`src/rtl/servo_sweep_pkg.sv`:
```
// servo_sweep_pkg: shared sweep state encoding and default angle/distance widths
package servo_sweep_pkg;
    localparam int DEF_ANGLE_W = 16;
    localparam int DEF_DIST_W  = 8;
    typedef enum logic [1:0] {IDLE, SETTLE, SAMPLE, PARK} state_t;
endpackage

```
`src/rtl/settle_timer.sv`:
```
// settle_timer: counts enabled cycles and flags the last of CYCLES, then wraps to zero
module settle_timer #(
    parameter int CYCLES = 25000000
) (
    input  logic clk,
    input  logic reset,
    input  logic clr,
    input  logic en,
    output logic tc
);
    localparam int CW = CYCLES > 1 ? $clog2(CYCLES) : 1;
    logic [CW-1:0] cnt_q, cnt_d;
    // terminal count on the last enabled cycle; clear or terminal count restarts from zero
    always_comb begin
        tc    = en && cnt_q == CW'(CYCLES - 1);
        cnt_d = (clr || tc) ? '0 : en ? cnt_q + CW'(1) : cnt_q;
    end
    // count register
    always_ff @(posedge clk) begin
        cnt_q <= reset ? '0 : cnt_d;
    end
endmodule

```
`src/rtl/servo_sweep_ctrl.sv`:
```
// servo_sweep_ctrl: sweeps the servo, finds the strongest IR return and parks there; SERVO_SWEEP_TIMEOUT_EN bounds the sample wait
module servo_sweep_ctrl
    import servo_sweep_pkg::*;
#(
    parameter int ANGLE_W       = DEF_ANGLE_W,
    parameter int DIST_W        = DEF_DIST_W,
    parameter int ANGLE_MIN     = 0,
    parameter int ANGLE_MAX     = 180,
    parameter int ANGLE_STEP    = 15,
    parameter int SETTLE_CYCLES = 25000000
) (
    input  logic               clk,
    input  logic               reset,
    input  logic               start,
    input  logic [DIST_W-1:0]  ir_dist,
    input  logic               ir_valid,
    output logic [ANGLE_W-1:0] angle,
    output logic               busy,
    output logic               done,
    output logic [ANGLE_W-1:0] best_angle,
    output logic [DIST_W-1:0]  best_dist
`ifdef SERVO_SWEEP_TIMEOUT_EN
    ,
    output logic               sample_timeout
`endif
);
`ifdef SERVO_SWEEP_TIMEOUT_EN
    localparam bit TMO = 1'b1;
`else
    localparam bit TMO = 1'b0;
`endif
    localparam logic [ANGLE_W-1:0] A_MIN   = ANGLE_W'(ANGLE_MIN);
    localparam logic [ANGLE_W:0]   MAX_EXT = (ANGLE_W + 1)'(ANGLE_MAX);
    state_t             state_q, state_d;
    logic [ANGLE_W-1:0] angle_q, angle_d, best_angle_q, best_angle_d;
    logic [DIST_W-1:0]  best_dist_q, best_dist_d;
    logic               busy_q, busy_d, done_q, done_d;
    logic               tc, t_en, t_clr, go, got, expired, take, better, last;
    logic [ANGLE_W:0]   next_angle;
    settle_timer #(.CYCLES(SETTLE_CYCLES)) u_timer (
        .clk(clk), .reset(reset), .clr(t_clr), .en(t_en), .tc(tc)
    );
    // next-state, angle stepping and best-return tracking; the wide sum keeps the limit compare from wrapping
    always_comb begin
        go           = state_q == IDLE && start;
        got          = state_q == SAMPLE && ir_valid;
        expired      = state_q == SAMPLE && !ir_valid && tc;
        take         = got || expired;
        better       = got && ir_dist > best_dist_q;
        next_angle   = {1'b0, angle_q} + (ANGLE_W + 1)'(ANGLE_STEP);
        last         = next_angle > MAX_EXT;
        best_angle_d = go ? A_MIN : better ? angle_q : best_angle_q;
        best_dist_d  = go ? '0 : better ? ir_dist : best_dist_q;
        done_d       = state_q == PARK && tc && !done_q;
        state_d      = go ? SETTLE
                     : (state_q == SETTLE && tc) ? SAMPLE
                     : take ? (last ? PARK : SETTLE)
                     : (state_q == PARK && done_q) ? IDLE
                     : state_q;
        angle_d      = go ? A_MIN : take ? (last ? best_angle_d : next_angle[ANGLE_W-1:0]) : angle_q;
        busy_d       = state_d != IDLE && !done_d;
        t_en         = state_q == SETTLE || state_q == PARK || (TMO && state_q == SAMPLE);
        t_clr        = state_q == IDLE || take;
    end
    // sweep state and registered outputs
    always_ff @(posedge clk) begin
        if (reset) begin
            state_q      <= IDLE;
            angle_q      <= A_MIN;
            best_angle_q <= A_MIN;
            best_dist_q  <= '0;
            busy_q       <= 1'b0;
            done_q       <= 1'b0;
        end else begin
            state_q      <= state_d;
            angle_q      <= angle_d;
            best_angle_q <= best_angle_d;
            best_dist_q  <= best_dist_d;
            busy_q       <= busy_d;
            done_q       <= done_d;
        end
    end
`ifdef SERVO_SWEEP_TIMEOUT_EN
    logic tmo_q, tmo_d;
    // sticky flag for a sample window that closed without an IR strobe
    always_comb begin
        tmo_d = go ? 1'b0 : expired ? 1'b1 : tmo_q;
    end
    // timeout flag register
    always_ff @(posedge clk) begin
        tmo_q <= reset ? 1'b0 : tmo_d;
    end
    assign sample_timeout = tmo_q;
`endif
    assign angle      = angle_q;
    assign busy       = busy_q;
    assign done       = done_q;
    assign best_angle = best_angle_q;
    assign best_dist  = best_dist_q;
endmodule

```
`config.mk`:
```
export PLATFORM = sky130hd
export DESIGN_NAME = servo_sweep_ctrl
export DESIGN_NICKNAME = d
export VERILOG_FILES = /design/src/rtl/servo_sweep_pkg.sv /design/src/rtl/settle_timer.sv /design/src/rtl/servo_sweep_ctrl.sv
export SDC_FILE = /design/constraint.sdc
export NUM_CORES = 1
export LEC_CHECK = 0
export ABC_AREA = 1
export ABC_CLOCK_PERIOD_IN_PS = 4800
export BUFFER_PORTS_ARGS = -buffer_cell sky130_fd_sc_hd__buf_2
export CAP_MARGIN = 20
export CELL_PAD_IN_SITES_DETAIL_PLACEMENT = 0
export CELL_PAD_IN_SITES_GLOBAL_PLACEMENT = 1
export CORE_ASPECT_RATIO = 1.4
export CORE_MARGIN = 3
export CORE_UTILIZATION = 44
export DETAILED_ROUTE_END_ITERATION = 10
export PLACE_DENSITY = 0.89
export SLEW_MARGIN = 20
export SYNTH_ARGS = -nofsm -noshare
export SYNTH_HDL_FRONTEND = slang
export SYNTH_HIERARCHICAL = 1
export SYNTH_SLANG_ARGS = --single-unit
```
`constraint.sdc`:
```
create_clock -name clk -period 4.8 [get_ports clk]
set_input_delay 0.96 -clock clk [delete_from_list [all_inputs] [get_ports clk]]
set_output_delay 0.96 -clock clk [all_outputs]
set_load 0.1 [all_outputs]
```
==> impl_metrics.tcl <==
set metrics [dict create \
    status "completed" \
    synth_fa_ha_area_share_pct 3.510 \
    start_util_pct 45.55 \
    syn_inst 589 \
    cp-end-kind "register" \
    ff2ff_path_depth 14 \
    antenna_left 0 \
    clk_path_buf_depth 2 \
    hold_viol 0 \
    root_buffer "clkbuf_16" \
    dpl_cell_area_um2 4260 \
    drt_wl_total_mm 9.881 \
    rsz0062_at_grt "no" \
    maxCapViolCount 0 \
    hpwlAfterDp_mm 7.415 \
    finClkSkew_ns 0.005665 \
    die_area_um2 10100 \
    insertion_delay_ns 0.32 \
    post-route-period-util_pct 59.51 \
    rrSetupSlack_ns 2.01 \
    cp_top_family "simple AND/OR/NAND/NOR gates" \
    power.density_nw_per_um2 275.9 \
    yosys.area_share.simple_pct 41.48 \
    core-area_um2 8608 \
    antenna_found_initial 0 \
    cts-htree-levels 3 \
    slew_violations 0 \
    synth_compound_area_share_pct 8.041 \
    design_area_um2 4539 \
    leakage_uw 0.001981 \
    synth_top_family_by_area "simple AND/OR/NAND/NOR gates" \
    yosysUniqueCellTypes 31 \
    cts_tree "done" \
    grt_pass1_vias 3762 \
    synth_area_um2 3921 \
    synth_edf_count 0 \
    row_count 40 \
    synthFlopType "dfxtp_1" \
    startpoint "ir_dist[5]" \
    fin_nets 666 \
    reg2reg_to "busy$_SDFF_PP0_" \
    syn2layout_area_growth_pct 15.76 \
    r2r_start "state_q[0]$_SDFF_PP0_" \
    period_needed_ns 2.856 \
    gr-total-overflow 0 \
    remaining_drc_errors 0 \
    holdBufCountCts 0 \
    cp-start-kind "input port" \
    path_class "input port to register" \
    worstHoldPathType "register to register" \
    syn-num-nets 612 \
    ys_seq_area_share_pct 35.23 \
    arrival_ns 3.08 \
    grt_max_degree 27 \
    post-cts-setup-buffers 0 \
    io_pins 54 \
    viasPerCell 5.104 \
    max_freq_mhz 350.1 \
    critPathSlowestCell "nand2_2" \
    die_x_um 85.79 \
    die_h_um 117.7 \
    cts_resized 0 \
    ir_drop_mv 0.2857 \
    crit_buf_inv 3 \
    final_common_cell "nand2_1" \
    grt_usage_pct 20.94 \
    hold_path.startpoint "best_dist[6]$_SDFFE_PP0P_" \
    grt_first_pass_wirelength_mm 17.08 \
    path_common_cell "nor2_1" \
    wl_per_cell_um 13.14 \
    layout_common_cells "nand2_1 (146), nor2_1 (94), dfxtp_1 (69), inv_1 (63), buf_2 (53)" \
    clk_pin_slew_ns 0.05 \
    gp_congestion 0.8590 \
    crit_fanout 26 \
    worst_slew_pin_slew_ns 0.5986 \
    cp.required_ns 5.03 \
    crit_chain "buf_2, ha_1, a21oi_1, nor2_1, a211oi_1, nand2_1, nand2_2, inv_2, nor2_1, nor2_1, nand3_1, nand3_1, nand2_1, inv_1" \
    slowest_delay_ns 0.41 \
    avgSynthCellArea_um2 6.657 \
    relSlewSlack_pct 59.98 \
    n_antenna_cell 0 \
    p_total_uw 1252 \
    cts_buffers 9 \
    drive_gt1_share_pct 15.77 \
    ys_seq_elements 69 \
    yosys_warnings 6 \
    setup_viol 0 \
    synthMuxAreaShare_pct 0 \
    async_reset_ff_share_pct 0 \
    synthXorXnorAreaFrac_pct 3.350 \
    hold_path_depth 2 \
    fin_tns_setup_ns 0 \
    vias 3838 \
    dr.pass1.iters 4 \
    io_buffers 53 \
    holdPathEnd "best_dist[6]$_SDFFE_PP0P_" \
    drt_iter0_drc 197 \
    cts.sinks 69 \
]
state kept, by name, summed over array words and instances, names as in the netlist:
register and count:
u_timer/cnt_q 25, angle 16, best_angle 16, best_dist 8, state_q 2, busy 1, done 1
kinds of logic (layout without fill, tap and decap cells):
kind of cell | after synthesis | count (layout)
AO/OA/AOI/OAI | 58 | 58
XOR/XNOR | 15 | 15
adder cells (fa/ha/maj) | 11 | 11
buffers and inverters | 80 | 138
flip-flops | 69 | 69
AND/OR/NAND/NOR | 356 | 356
routing by layer:
metal / part of all wire, % / track usage [%] / wire, um / vias up
met5: 0 / 0 / 0 / -
met4: 1.7 / 7.228 / 172 / 0
met3: 2.9 / 4.342 / 287 / 12
met2: 53 / 38.23 / 5267 / 56
met1: 42 / 23.53 / 4153 / 1779
li1: - / - / - / 1991
power by group:
part	internal, uW	switching [uW]
combinational	15.3	38.3
sequential	575	3.49
clock	389	232
total	979	274
metrics by stage:
| step | worst slack [ns] | util, % | instances | hold WS, ns |
|---|---|---|---|---|
| 2_1_floorplan | 2.101 | - | 589 | 0.4562 |
| 3_3_place_gp | 1.669 | 49.49 | 737 | 0.4602 |
| 3_5_place_dp | 1.605 | 49.49 | 737 | 0.4673 |
| 4_1_cts | 1.944 | 52.73 | 752 | 0.4750 |
| 5_1_grt | 1.583 | 52.73 | 752 | 0.4922 |
| 6_report | 1.944 | 52.73 | 752 | 0.4696 |
cell usage after synthesis, types with 3 or more instances:
master	n	share of area [%]
a21oi_1	30	3.8
buf_2	4	0.51
buf_6	3	0.86
clkbuf_1	5	0.48
clkinv_1	3	0.29
dfxtp_1	69	35
ha_1	11	3.5
inv_1	63	6.0
nand2_1	146	14
nand2_2	12	1.9
nand3_1	47	6.0
nand3_2	4	1.0
nand3b_1	7	1.3
nand4_1	8	1.3
nor2_1	94	9.0
nor2_2	6	0.96
nor2_4	6	1.7
nor3_1	19	2.4
o21ai_0	23	2.9
xnor2_1	6	1.3
xor2_1	9	2.0
worst register-to-register path, delay by kind of cell, from the launching register on:
family	cells	cell delay, ns
AO/OA/AOI/OAI	1	0.21
flip-flops	1	0.61
buffers and inverters	3	0.73
AND/OR/NAND/NOR	10	1.12
area by class of cell:
| cell class | count | area (um^2) |
|---|---|---|
| fill | 867 | 4069 |
| multi-input combinational | 440 | 2211 |
| inverter | 68 | 256.5 |
| timing repair buffer | 55 | 280.3 |
| sequential | 69 | 1381 |
| clock inverter | 1 | 5.005 |
| tap | 105 | 131.4 |
| clock buffer | 14 | 274.0 |
worst max path at each step:
stage	endpoint	slack [ns]	cells past startpoint
final	angle[6]$_SDFFE_PP0P_	1.94	14
after floorplan	angle[6]$_SDFFE_PP0P_	2.10	14
after detailed placement	angle[7]$_SDFFE_PP0P_	1.61	14
after global placement	angle[1]$_SDFFE_PP0P_	1.67	14
after CTS	angle[7]$_SDFFE_PP0P_	1.94	14
after global routing	angle[4]$_SDFFE_PP0P_	1.58	14
Power figures use the tool's default switching activity.
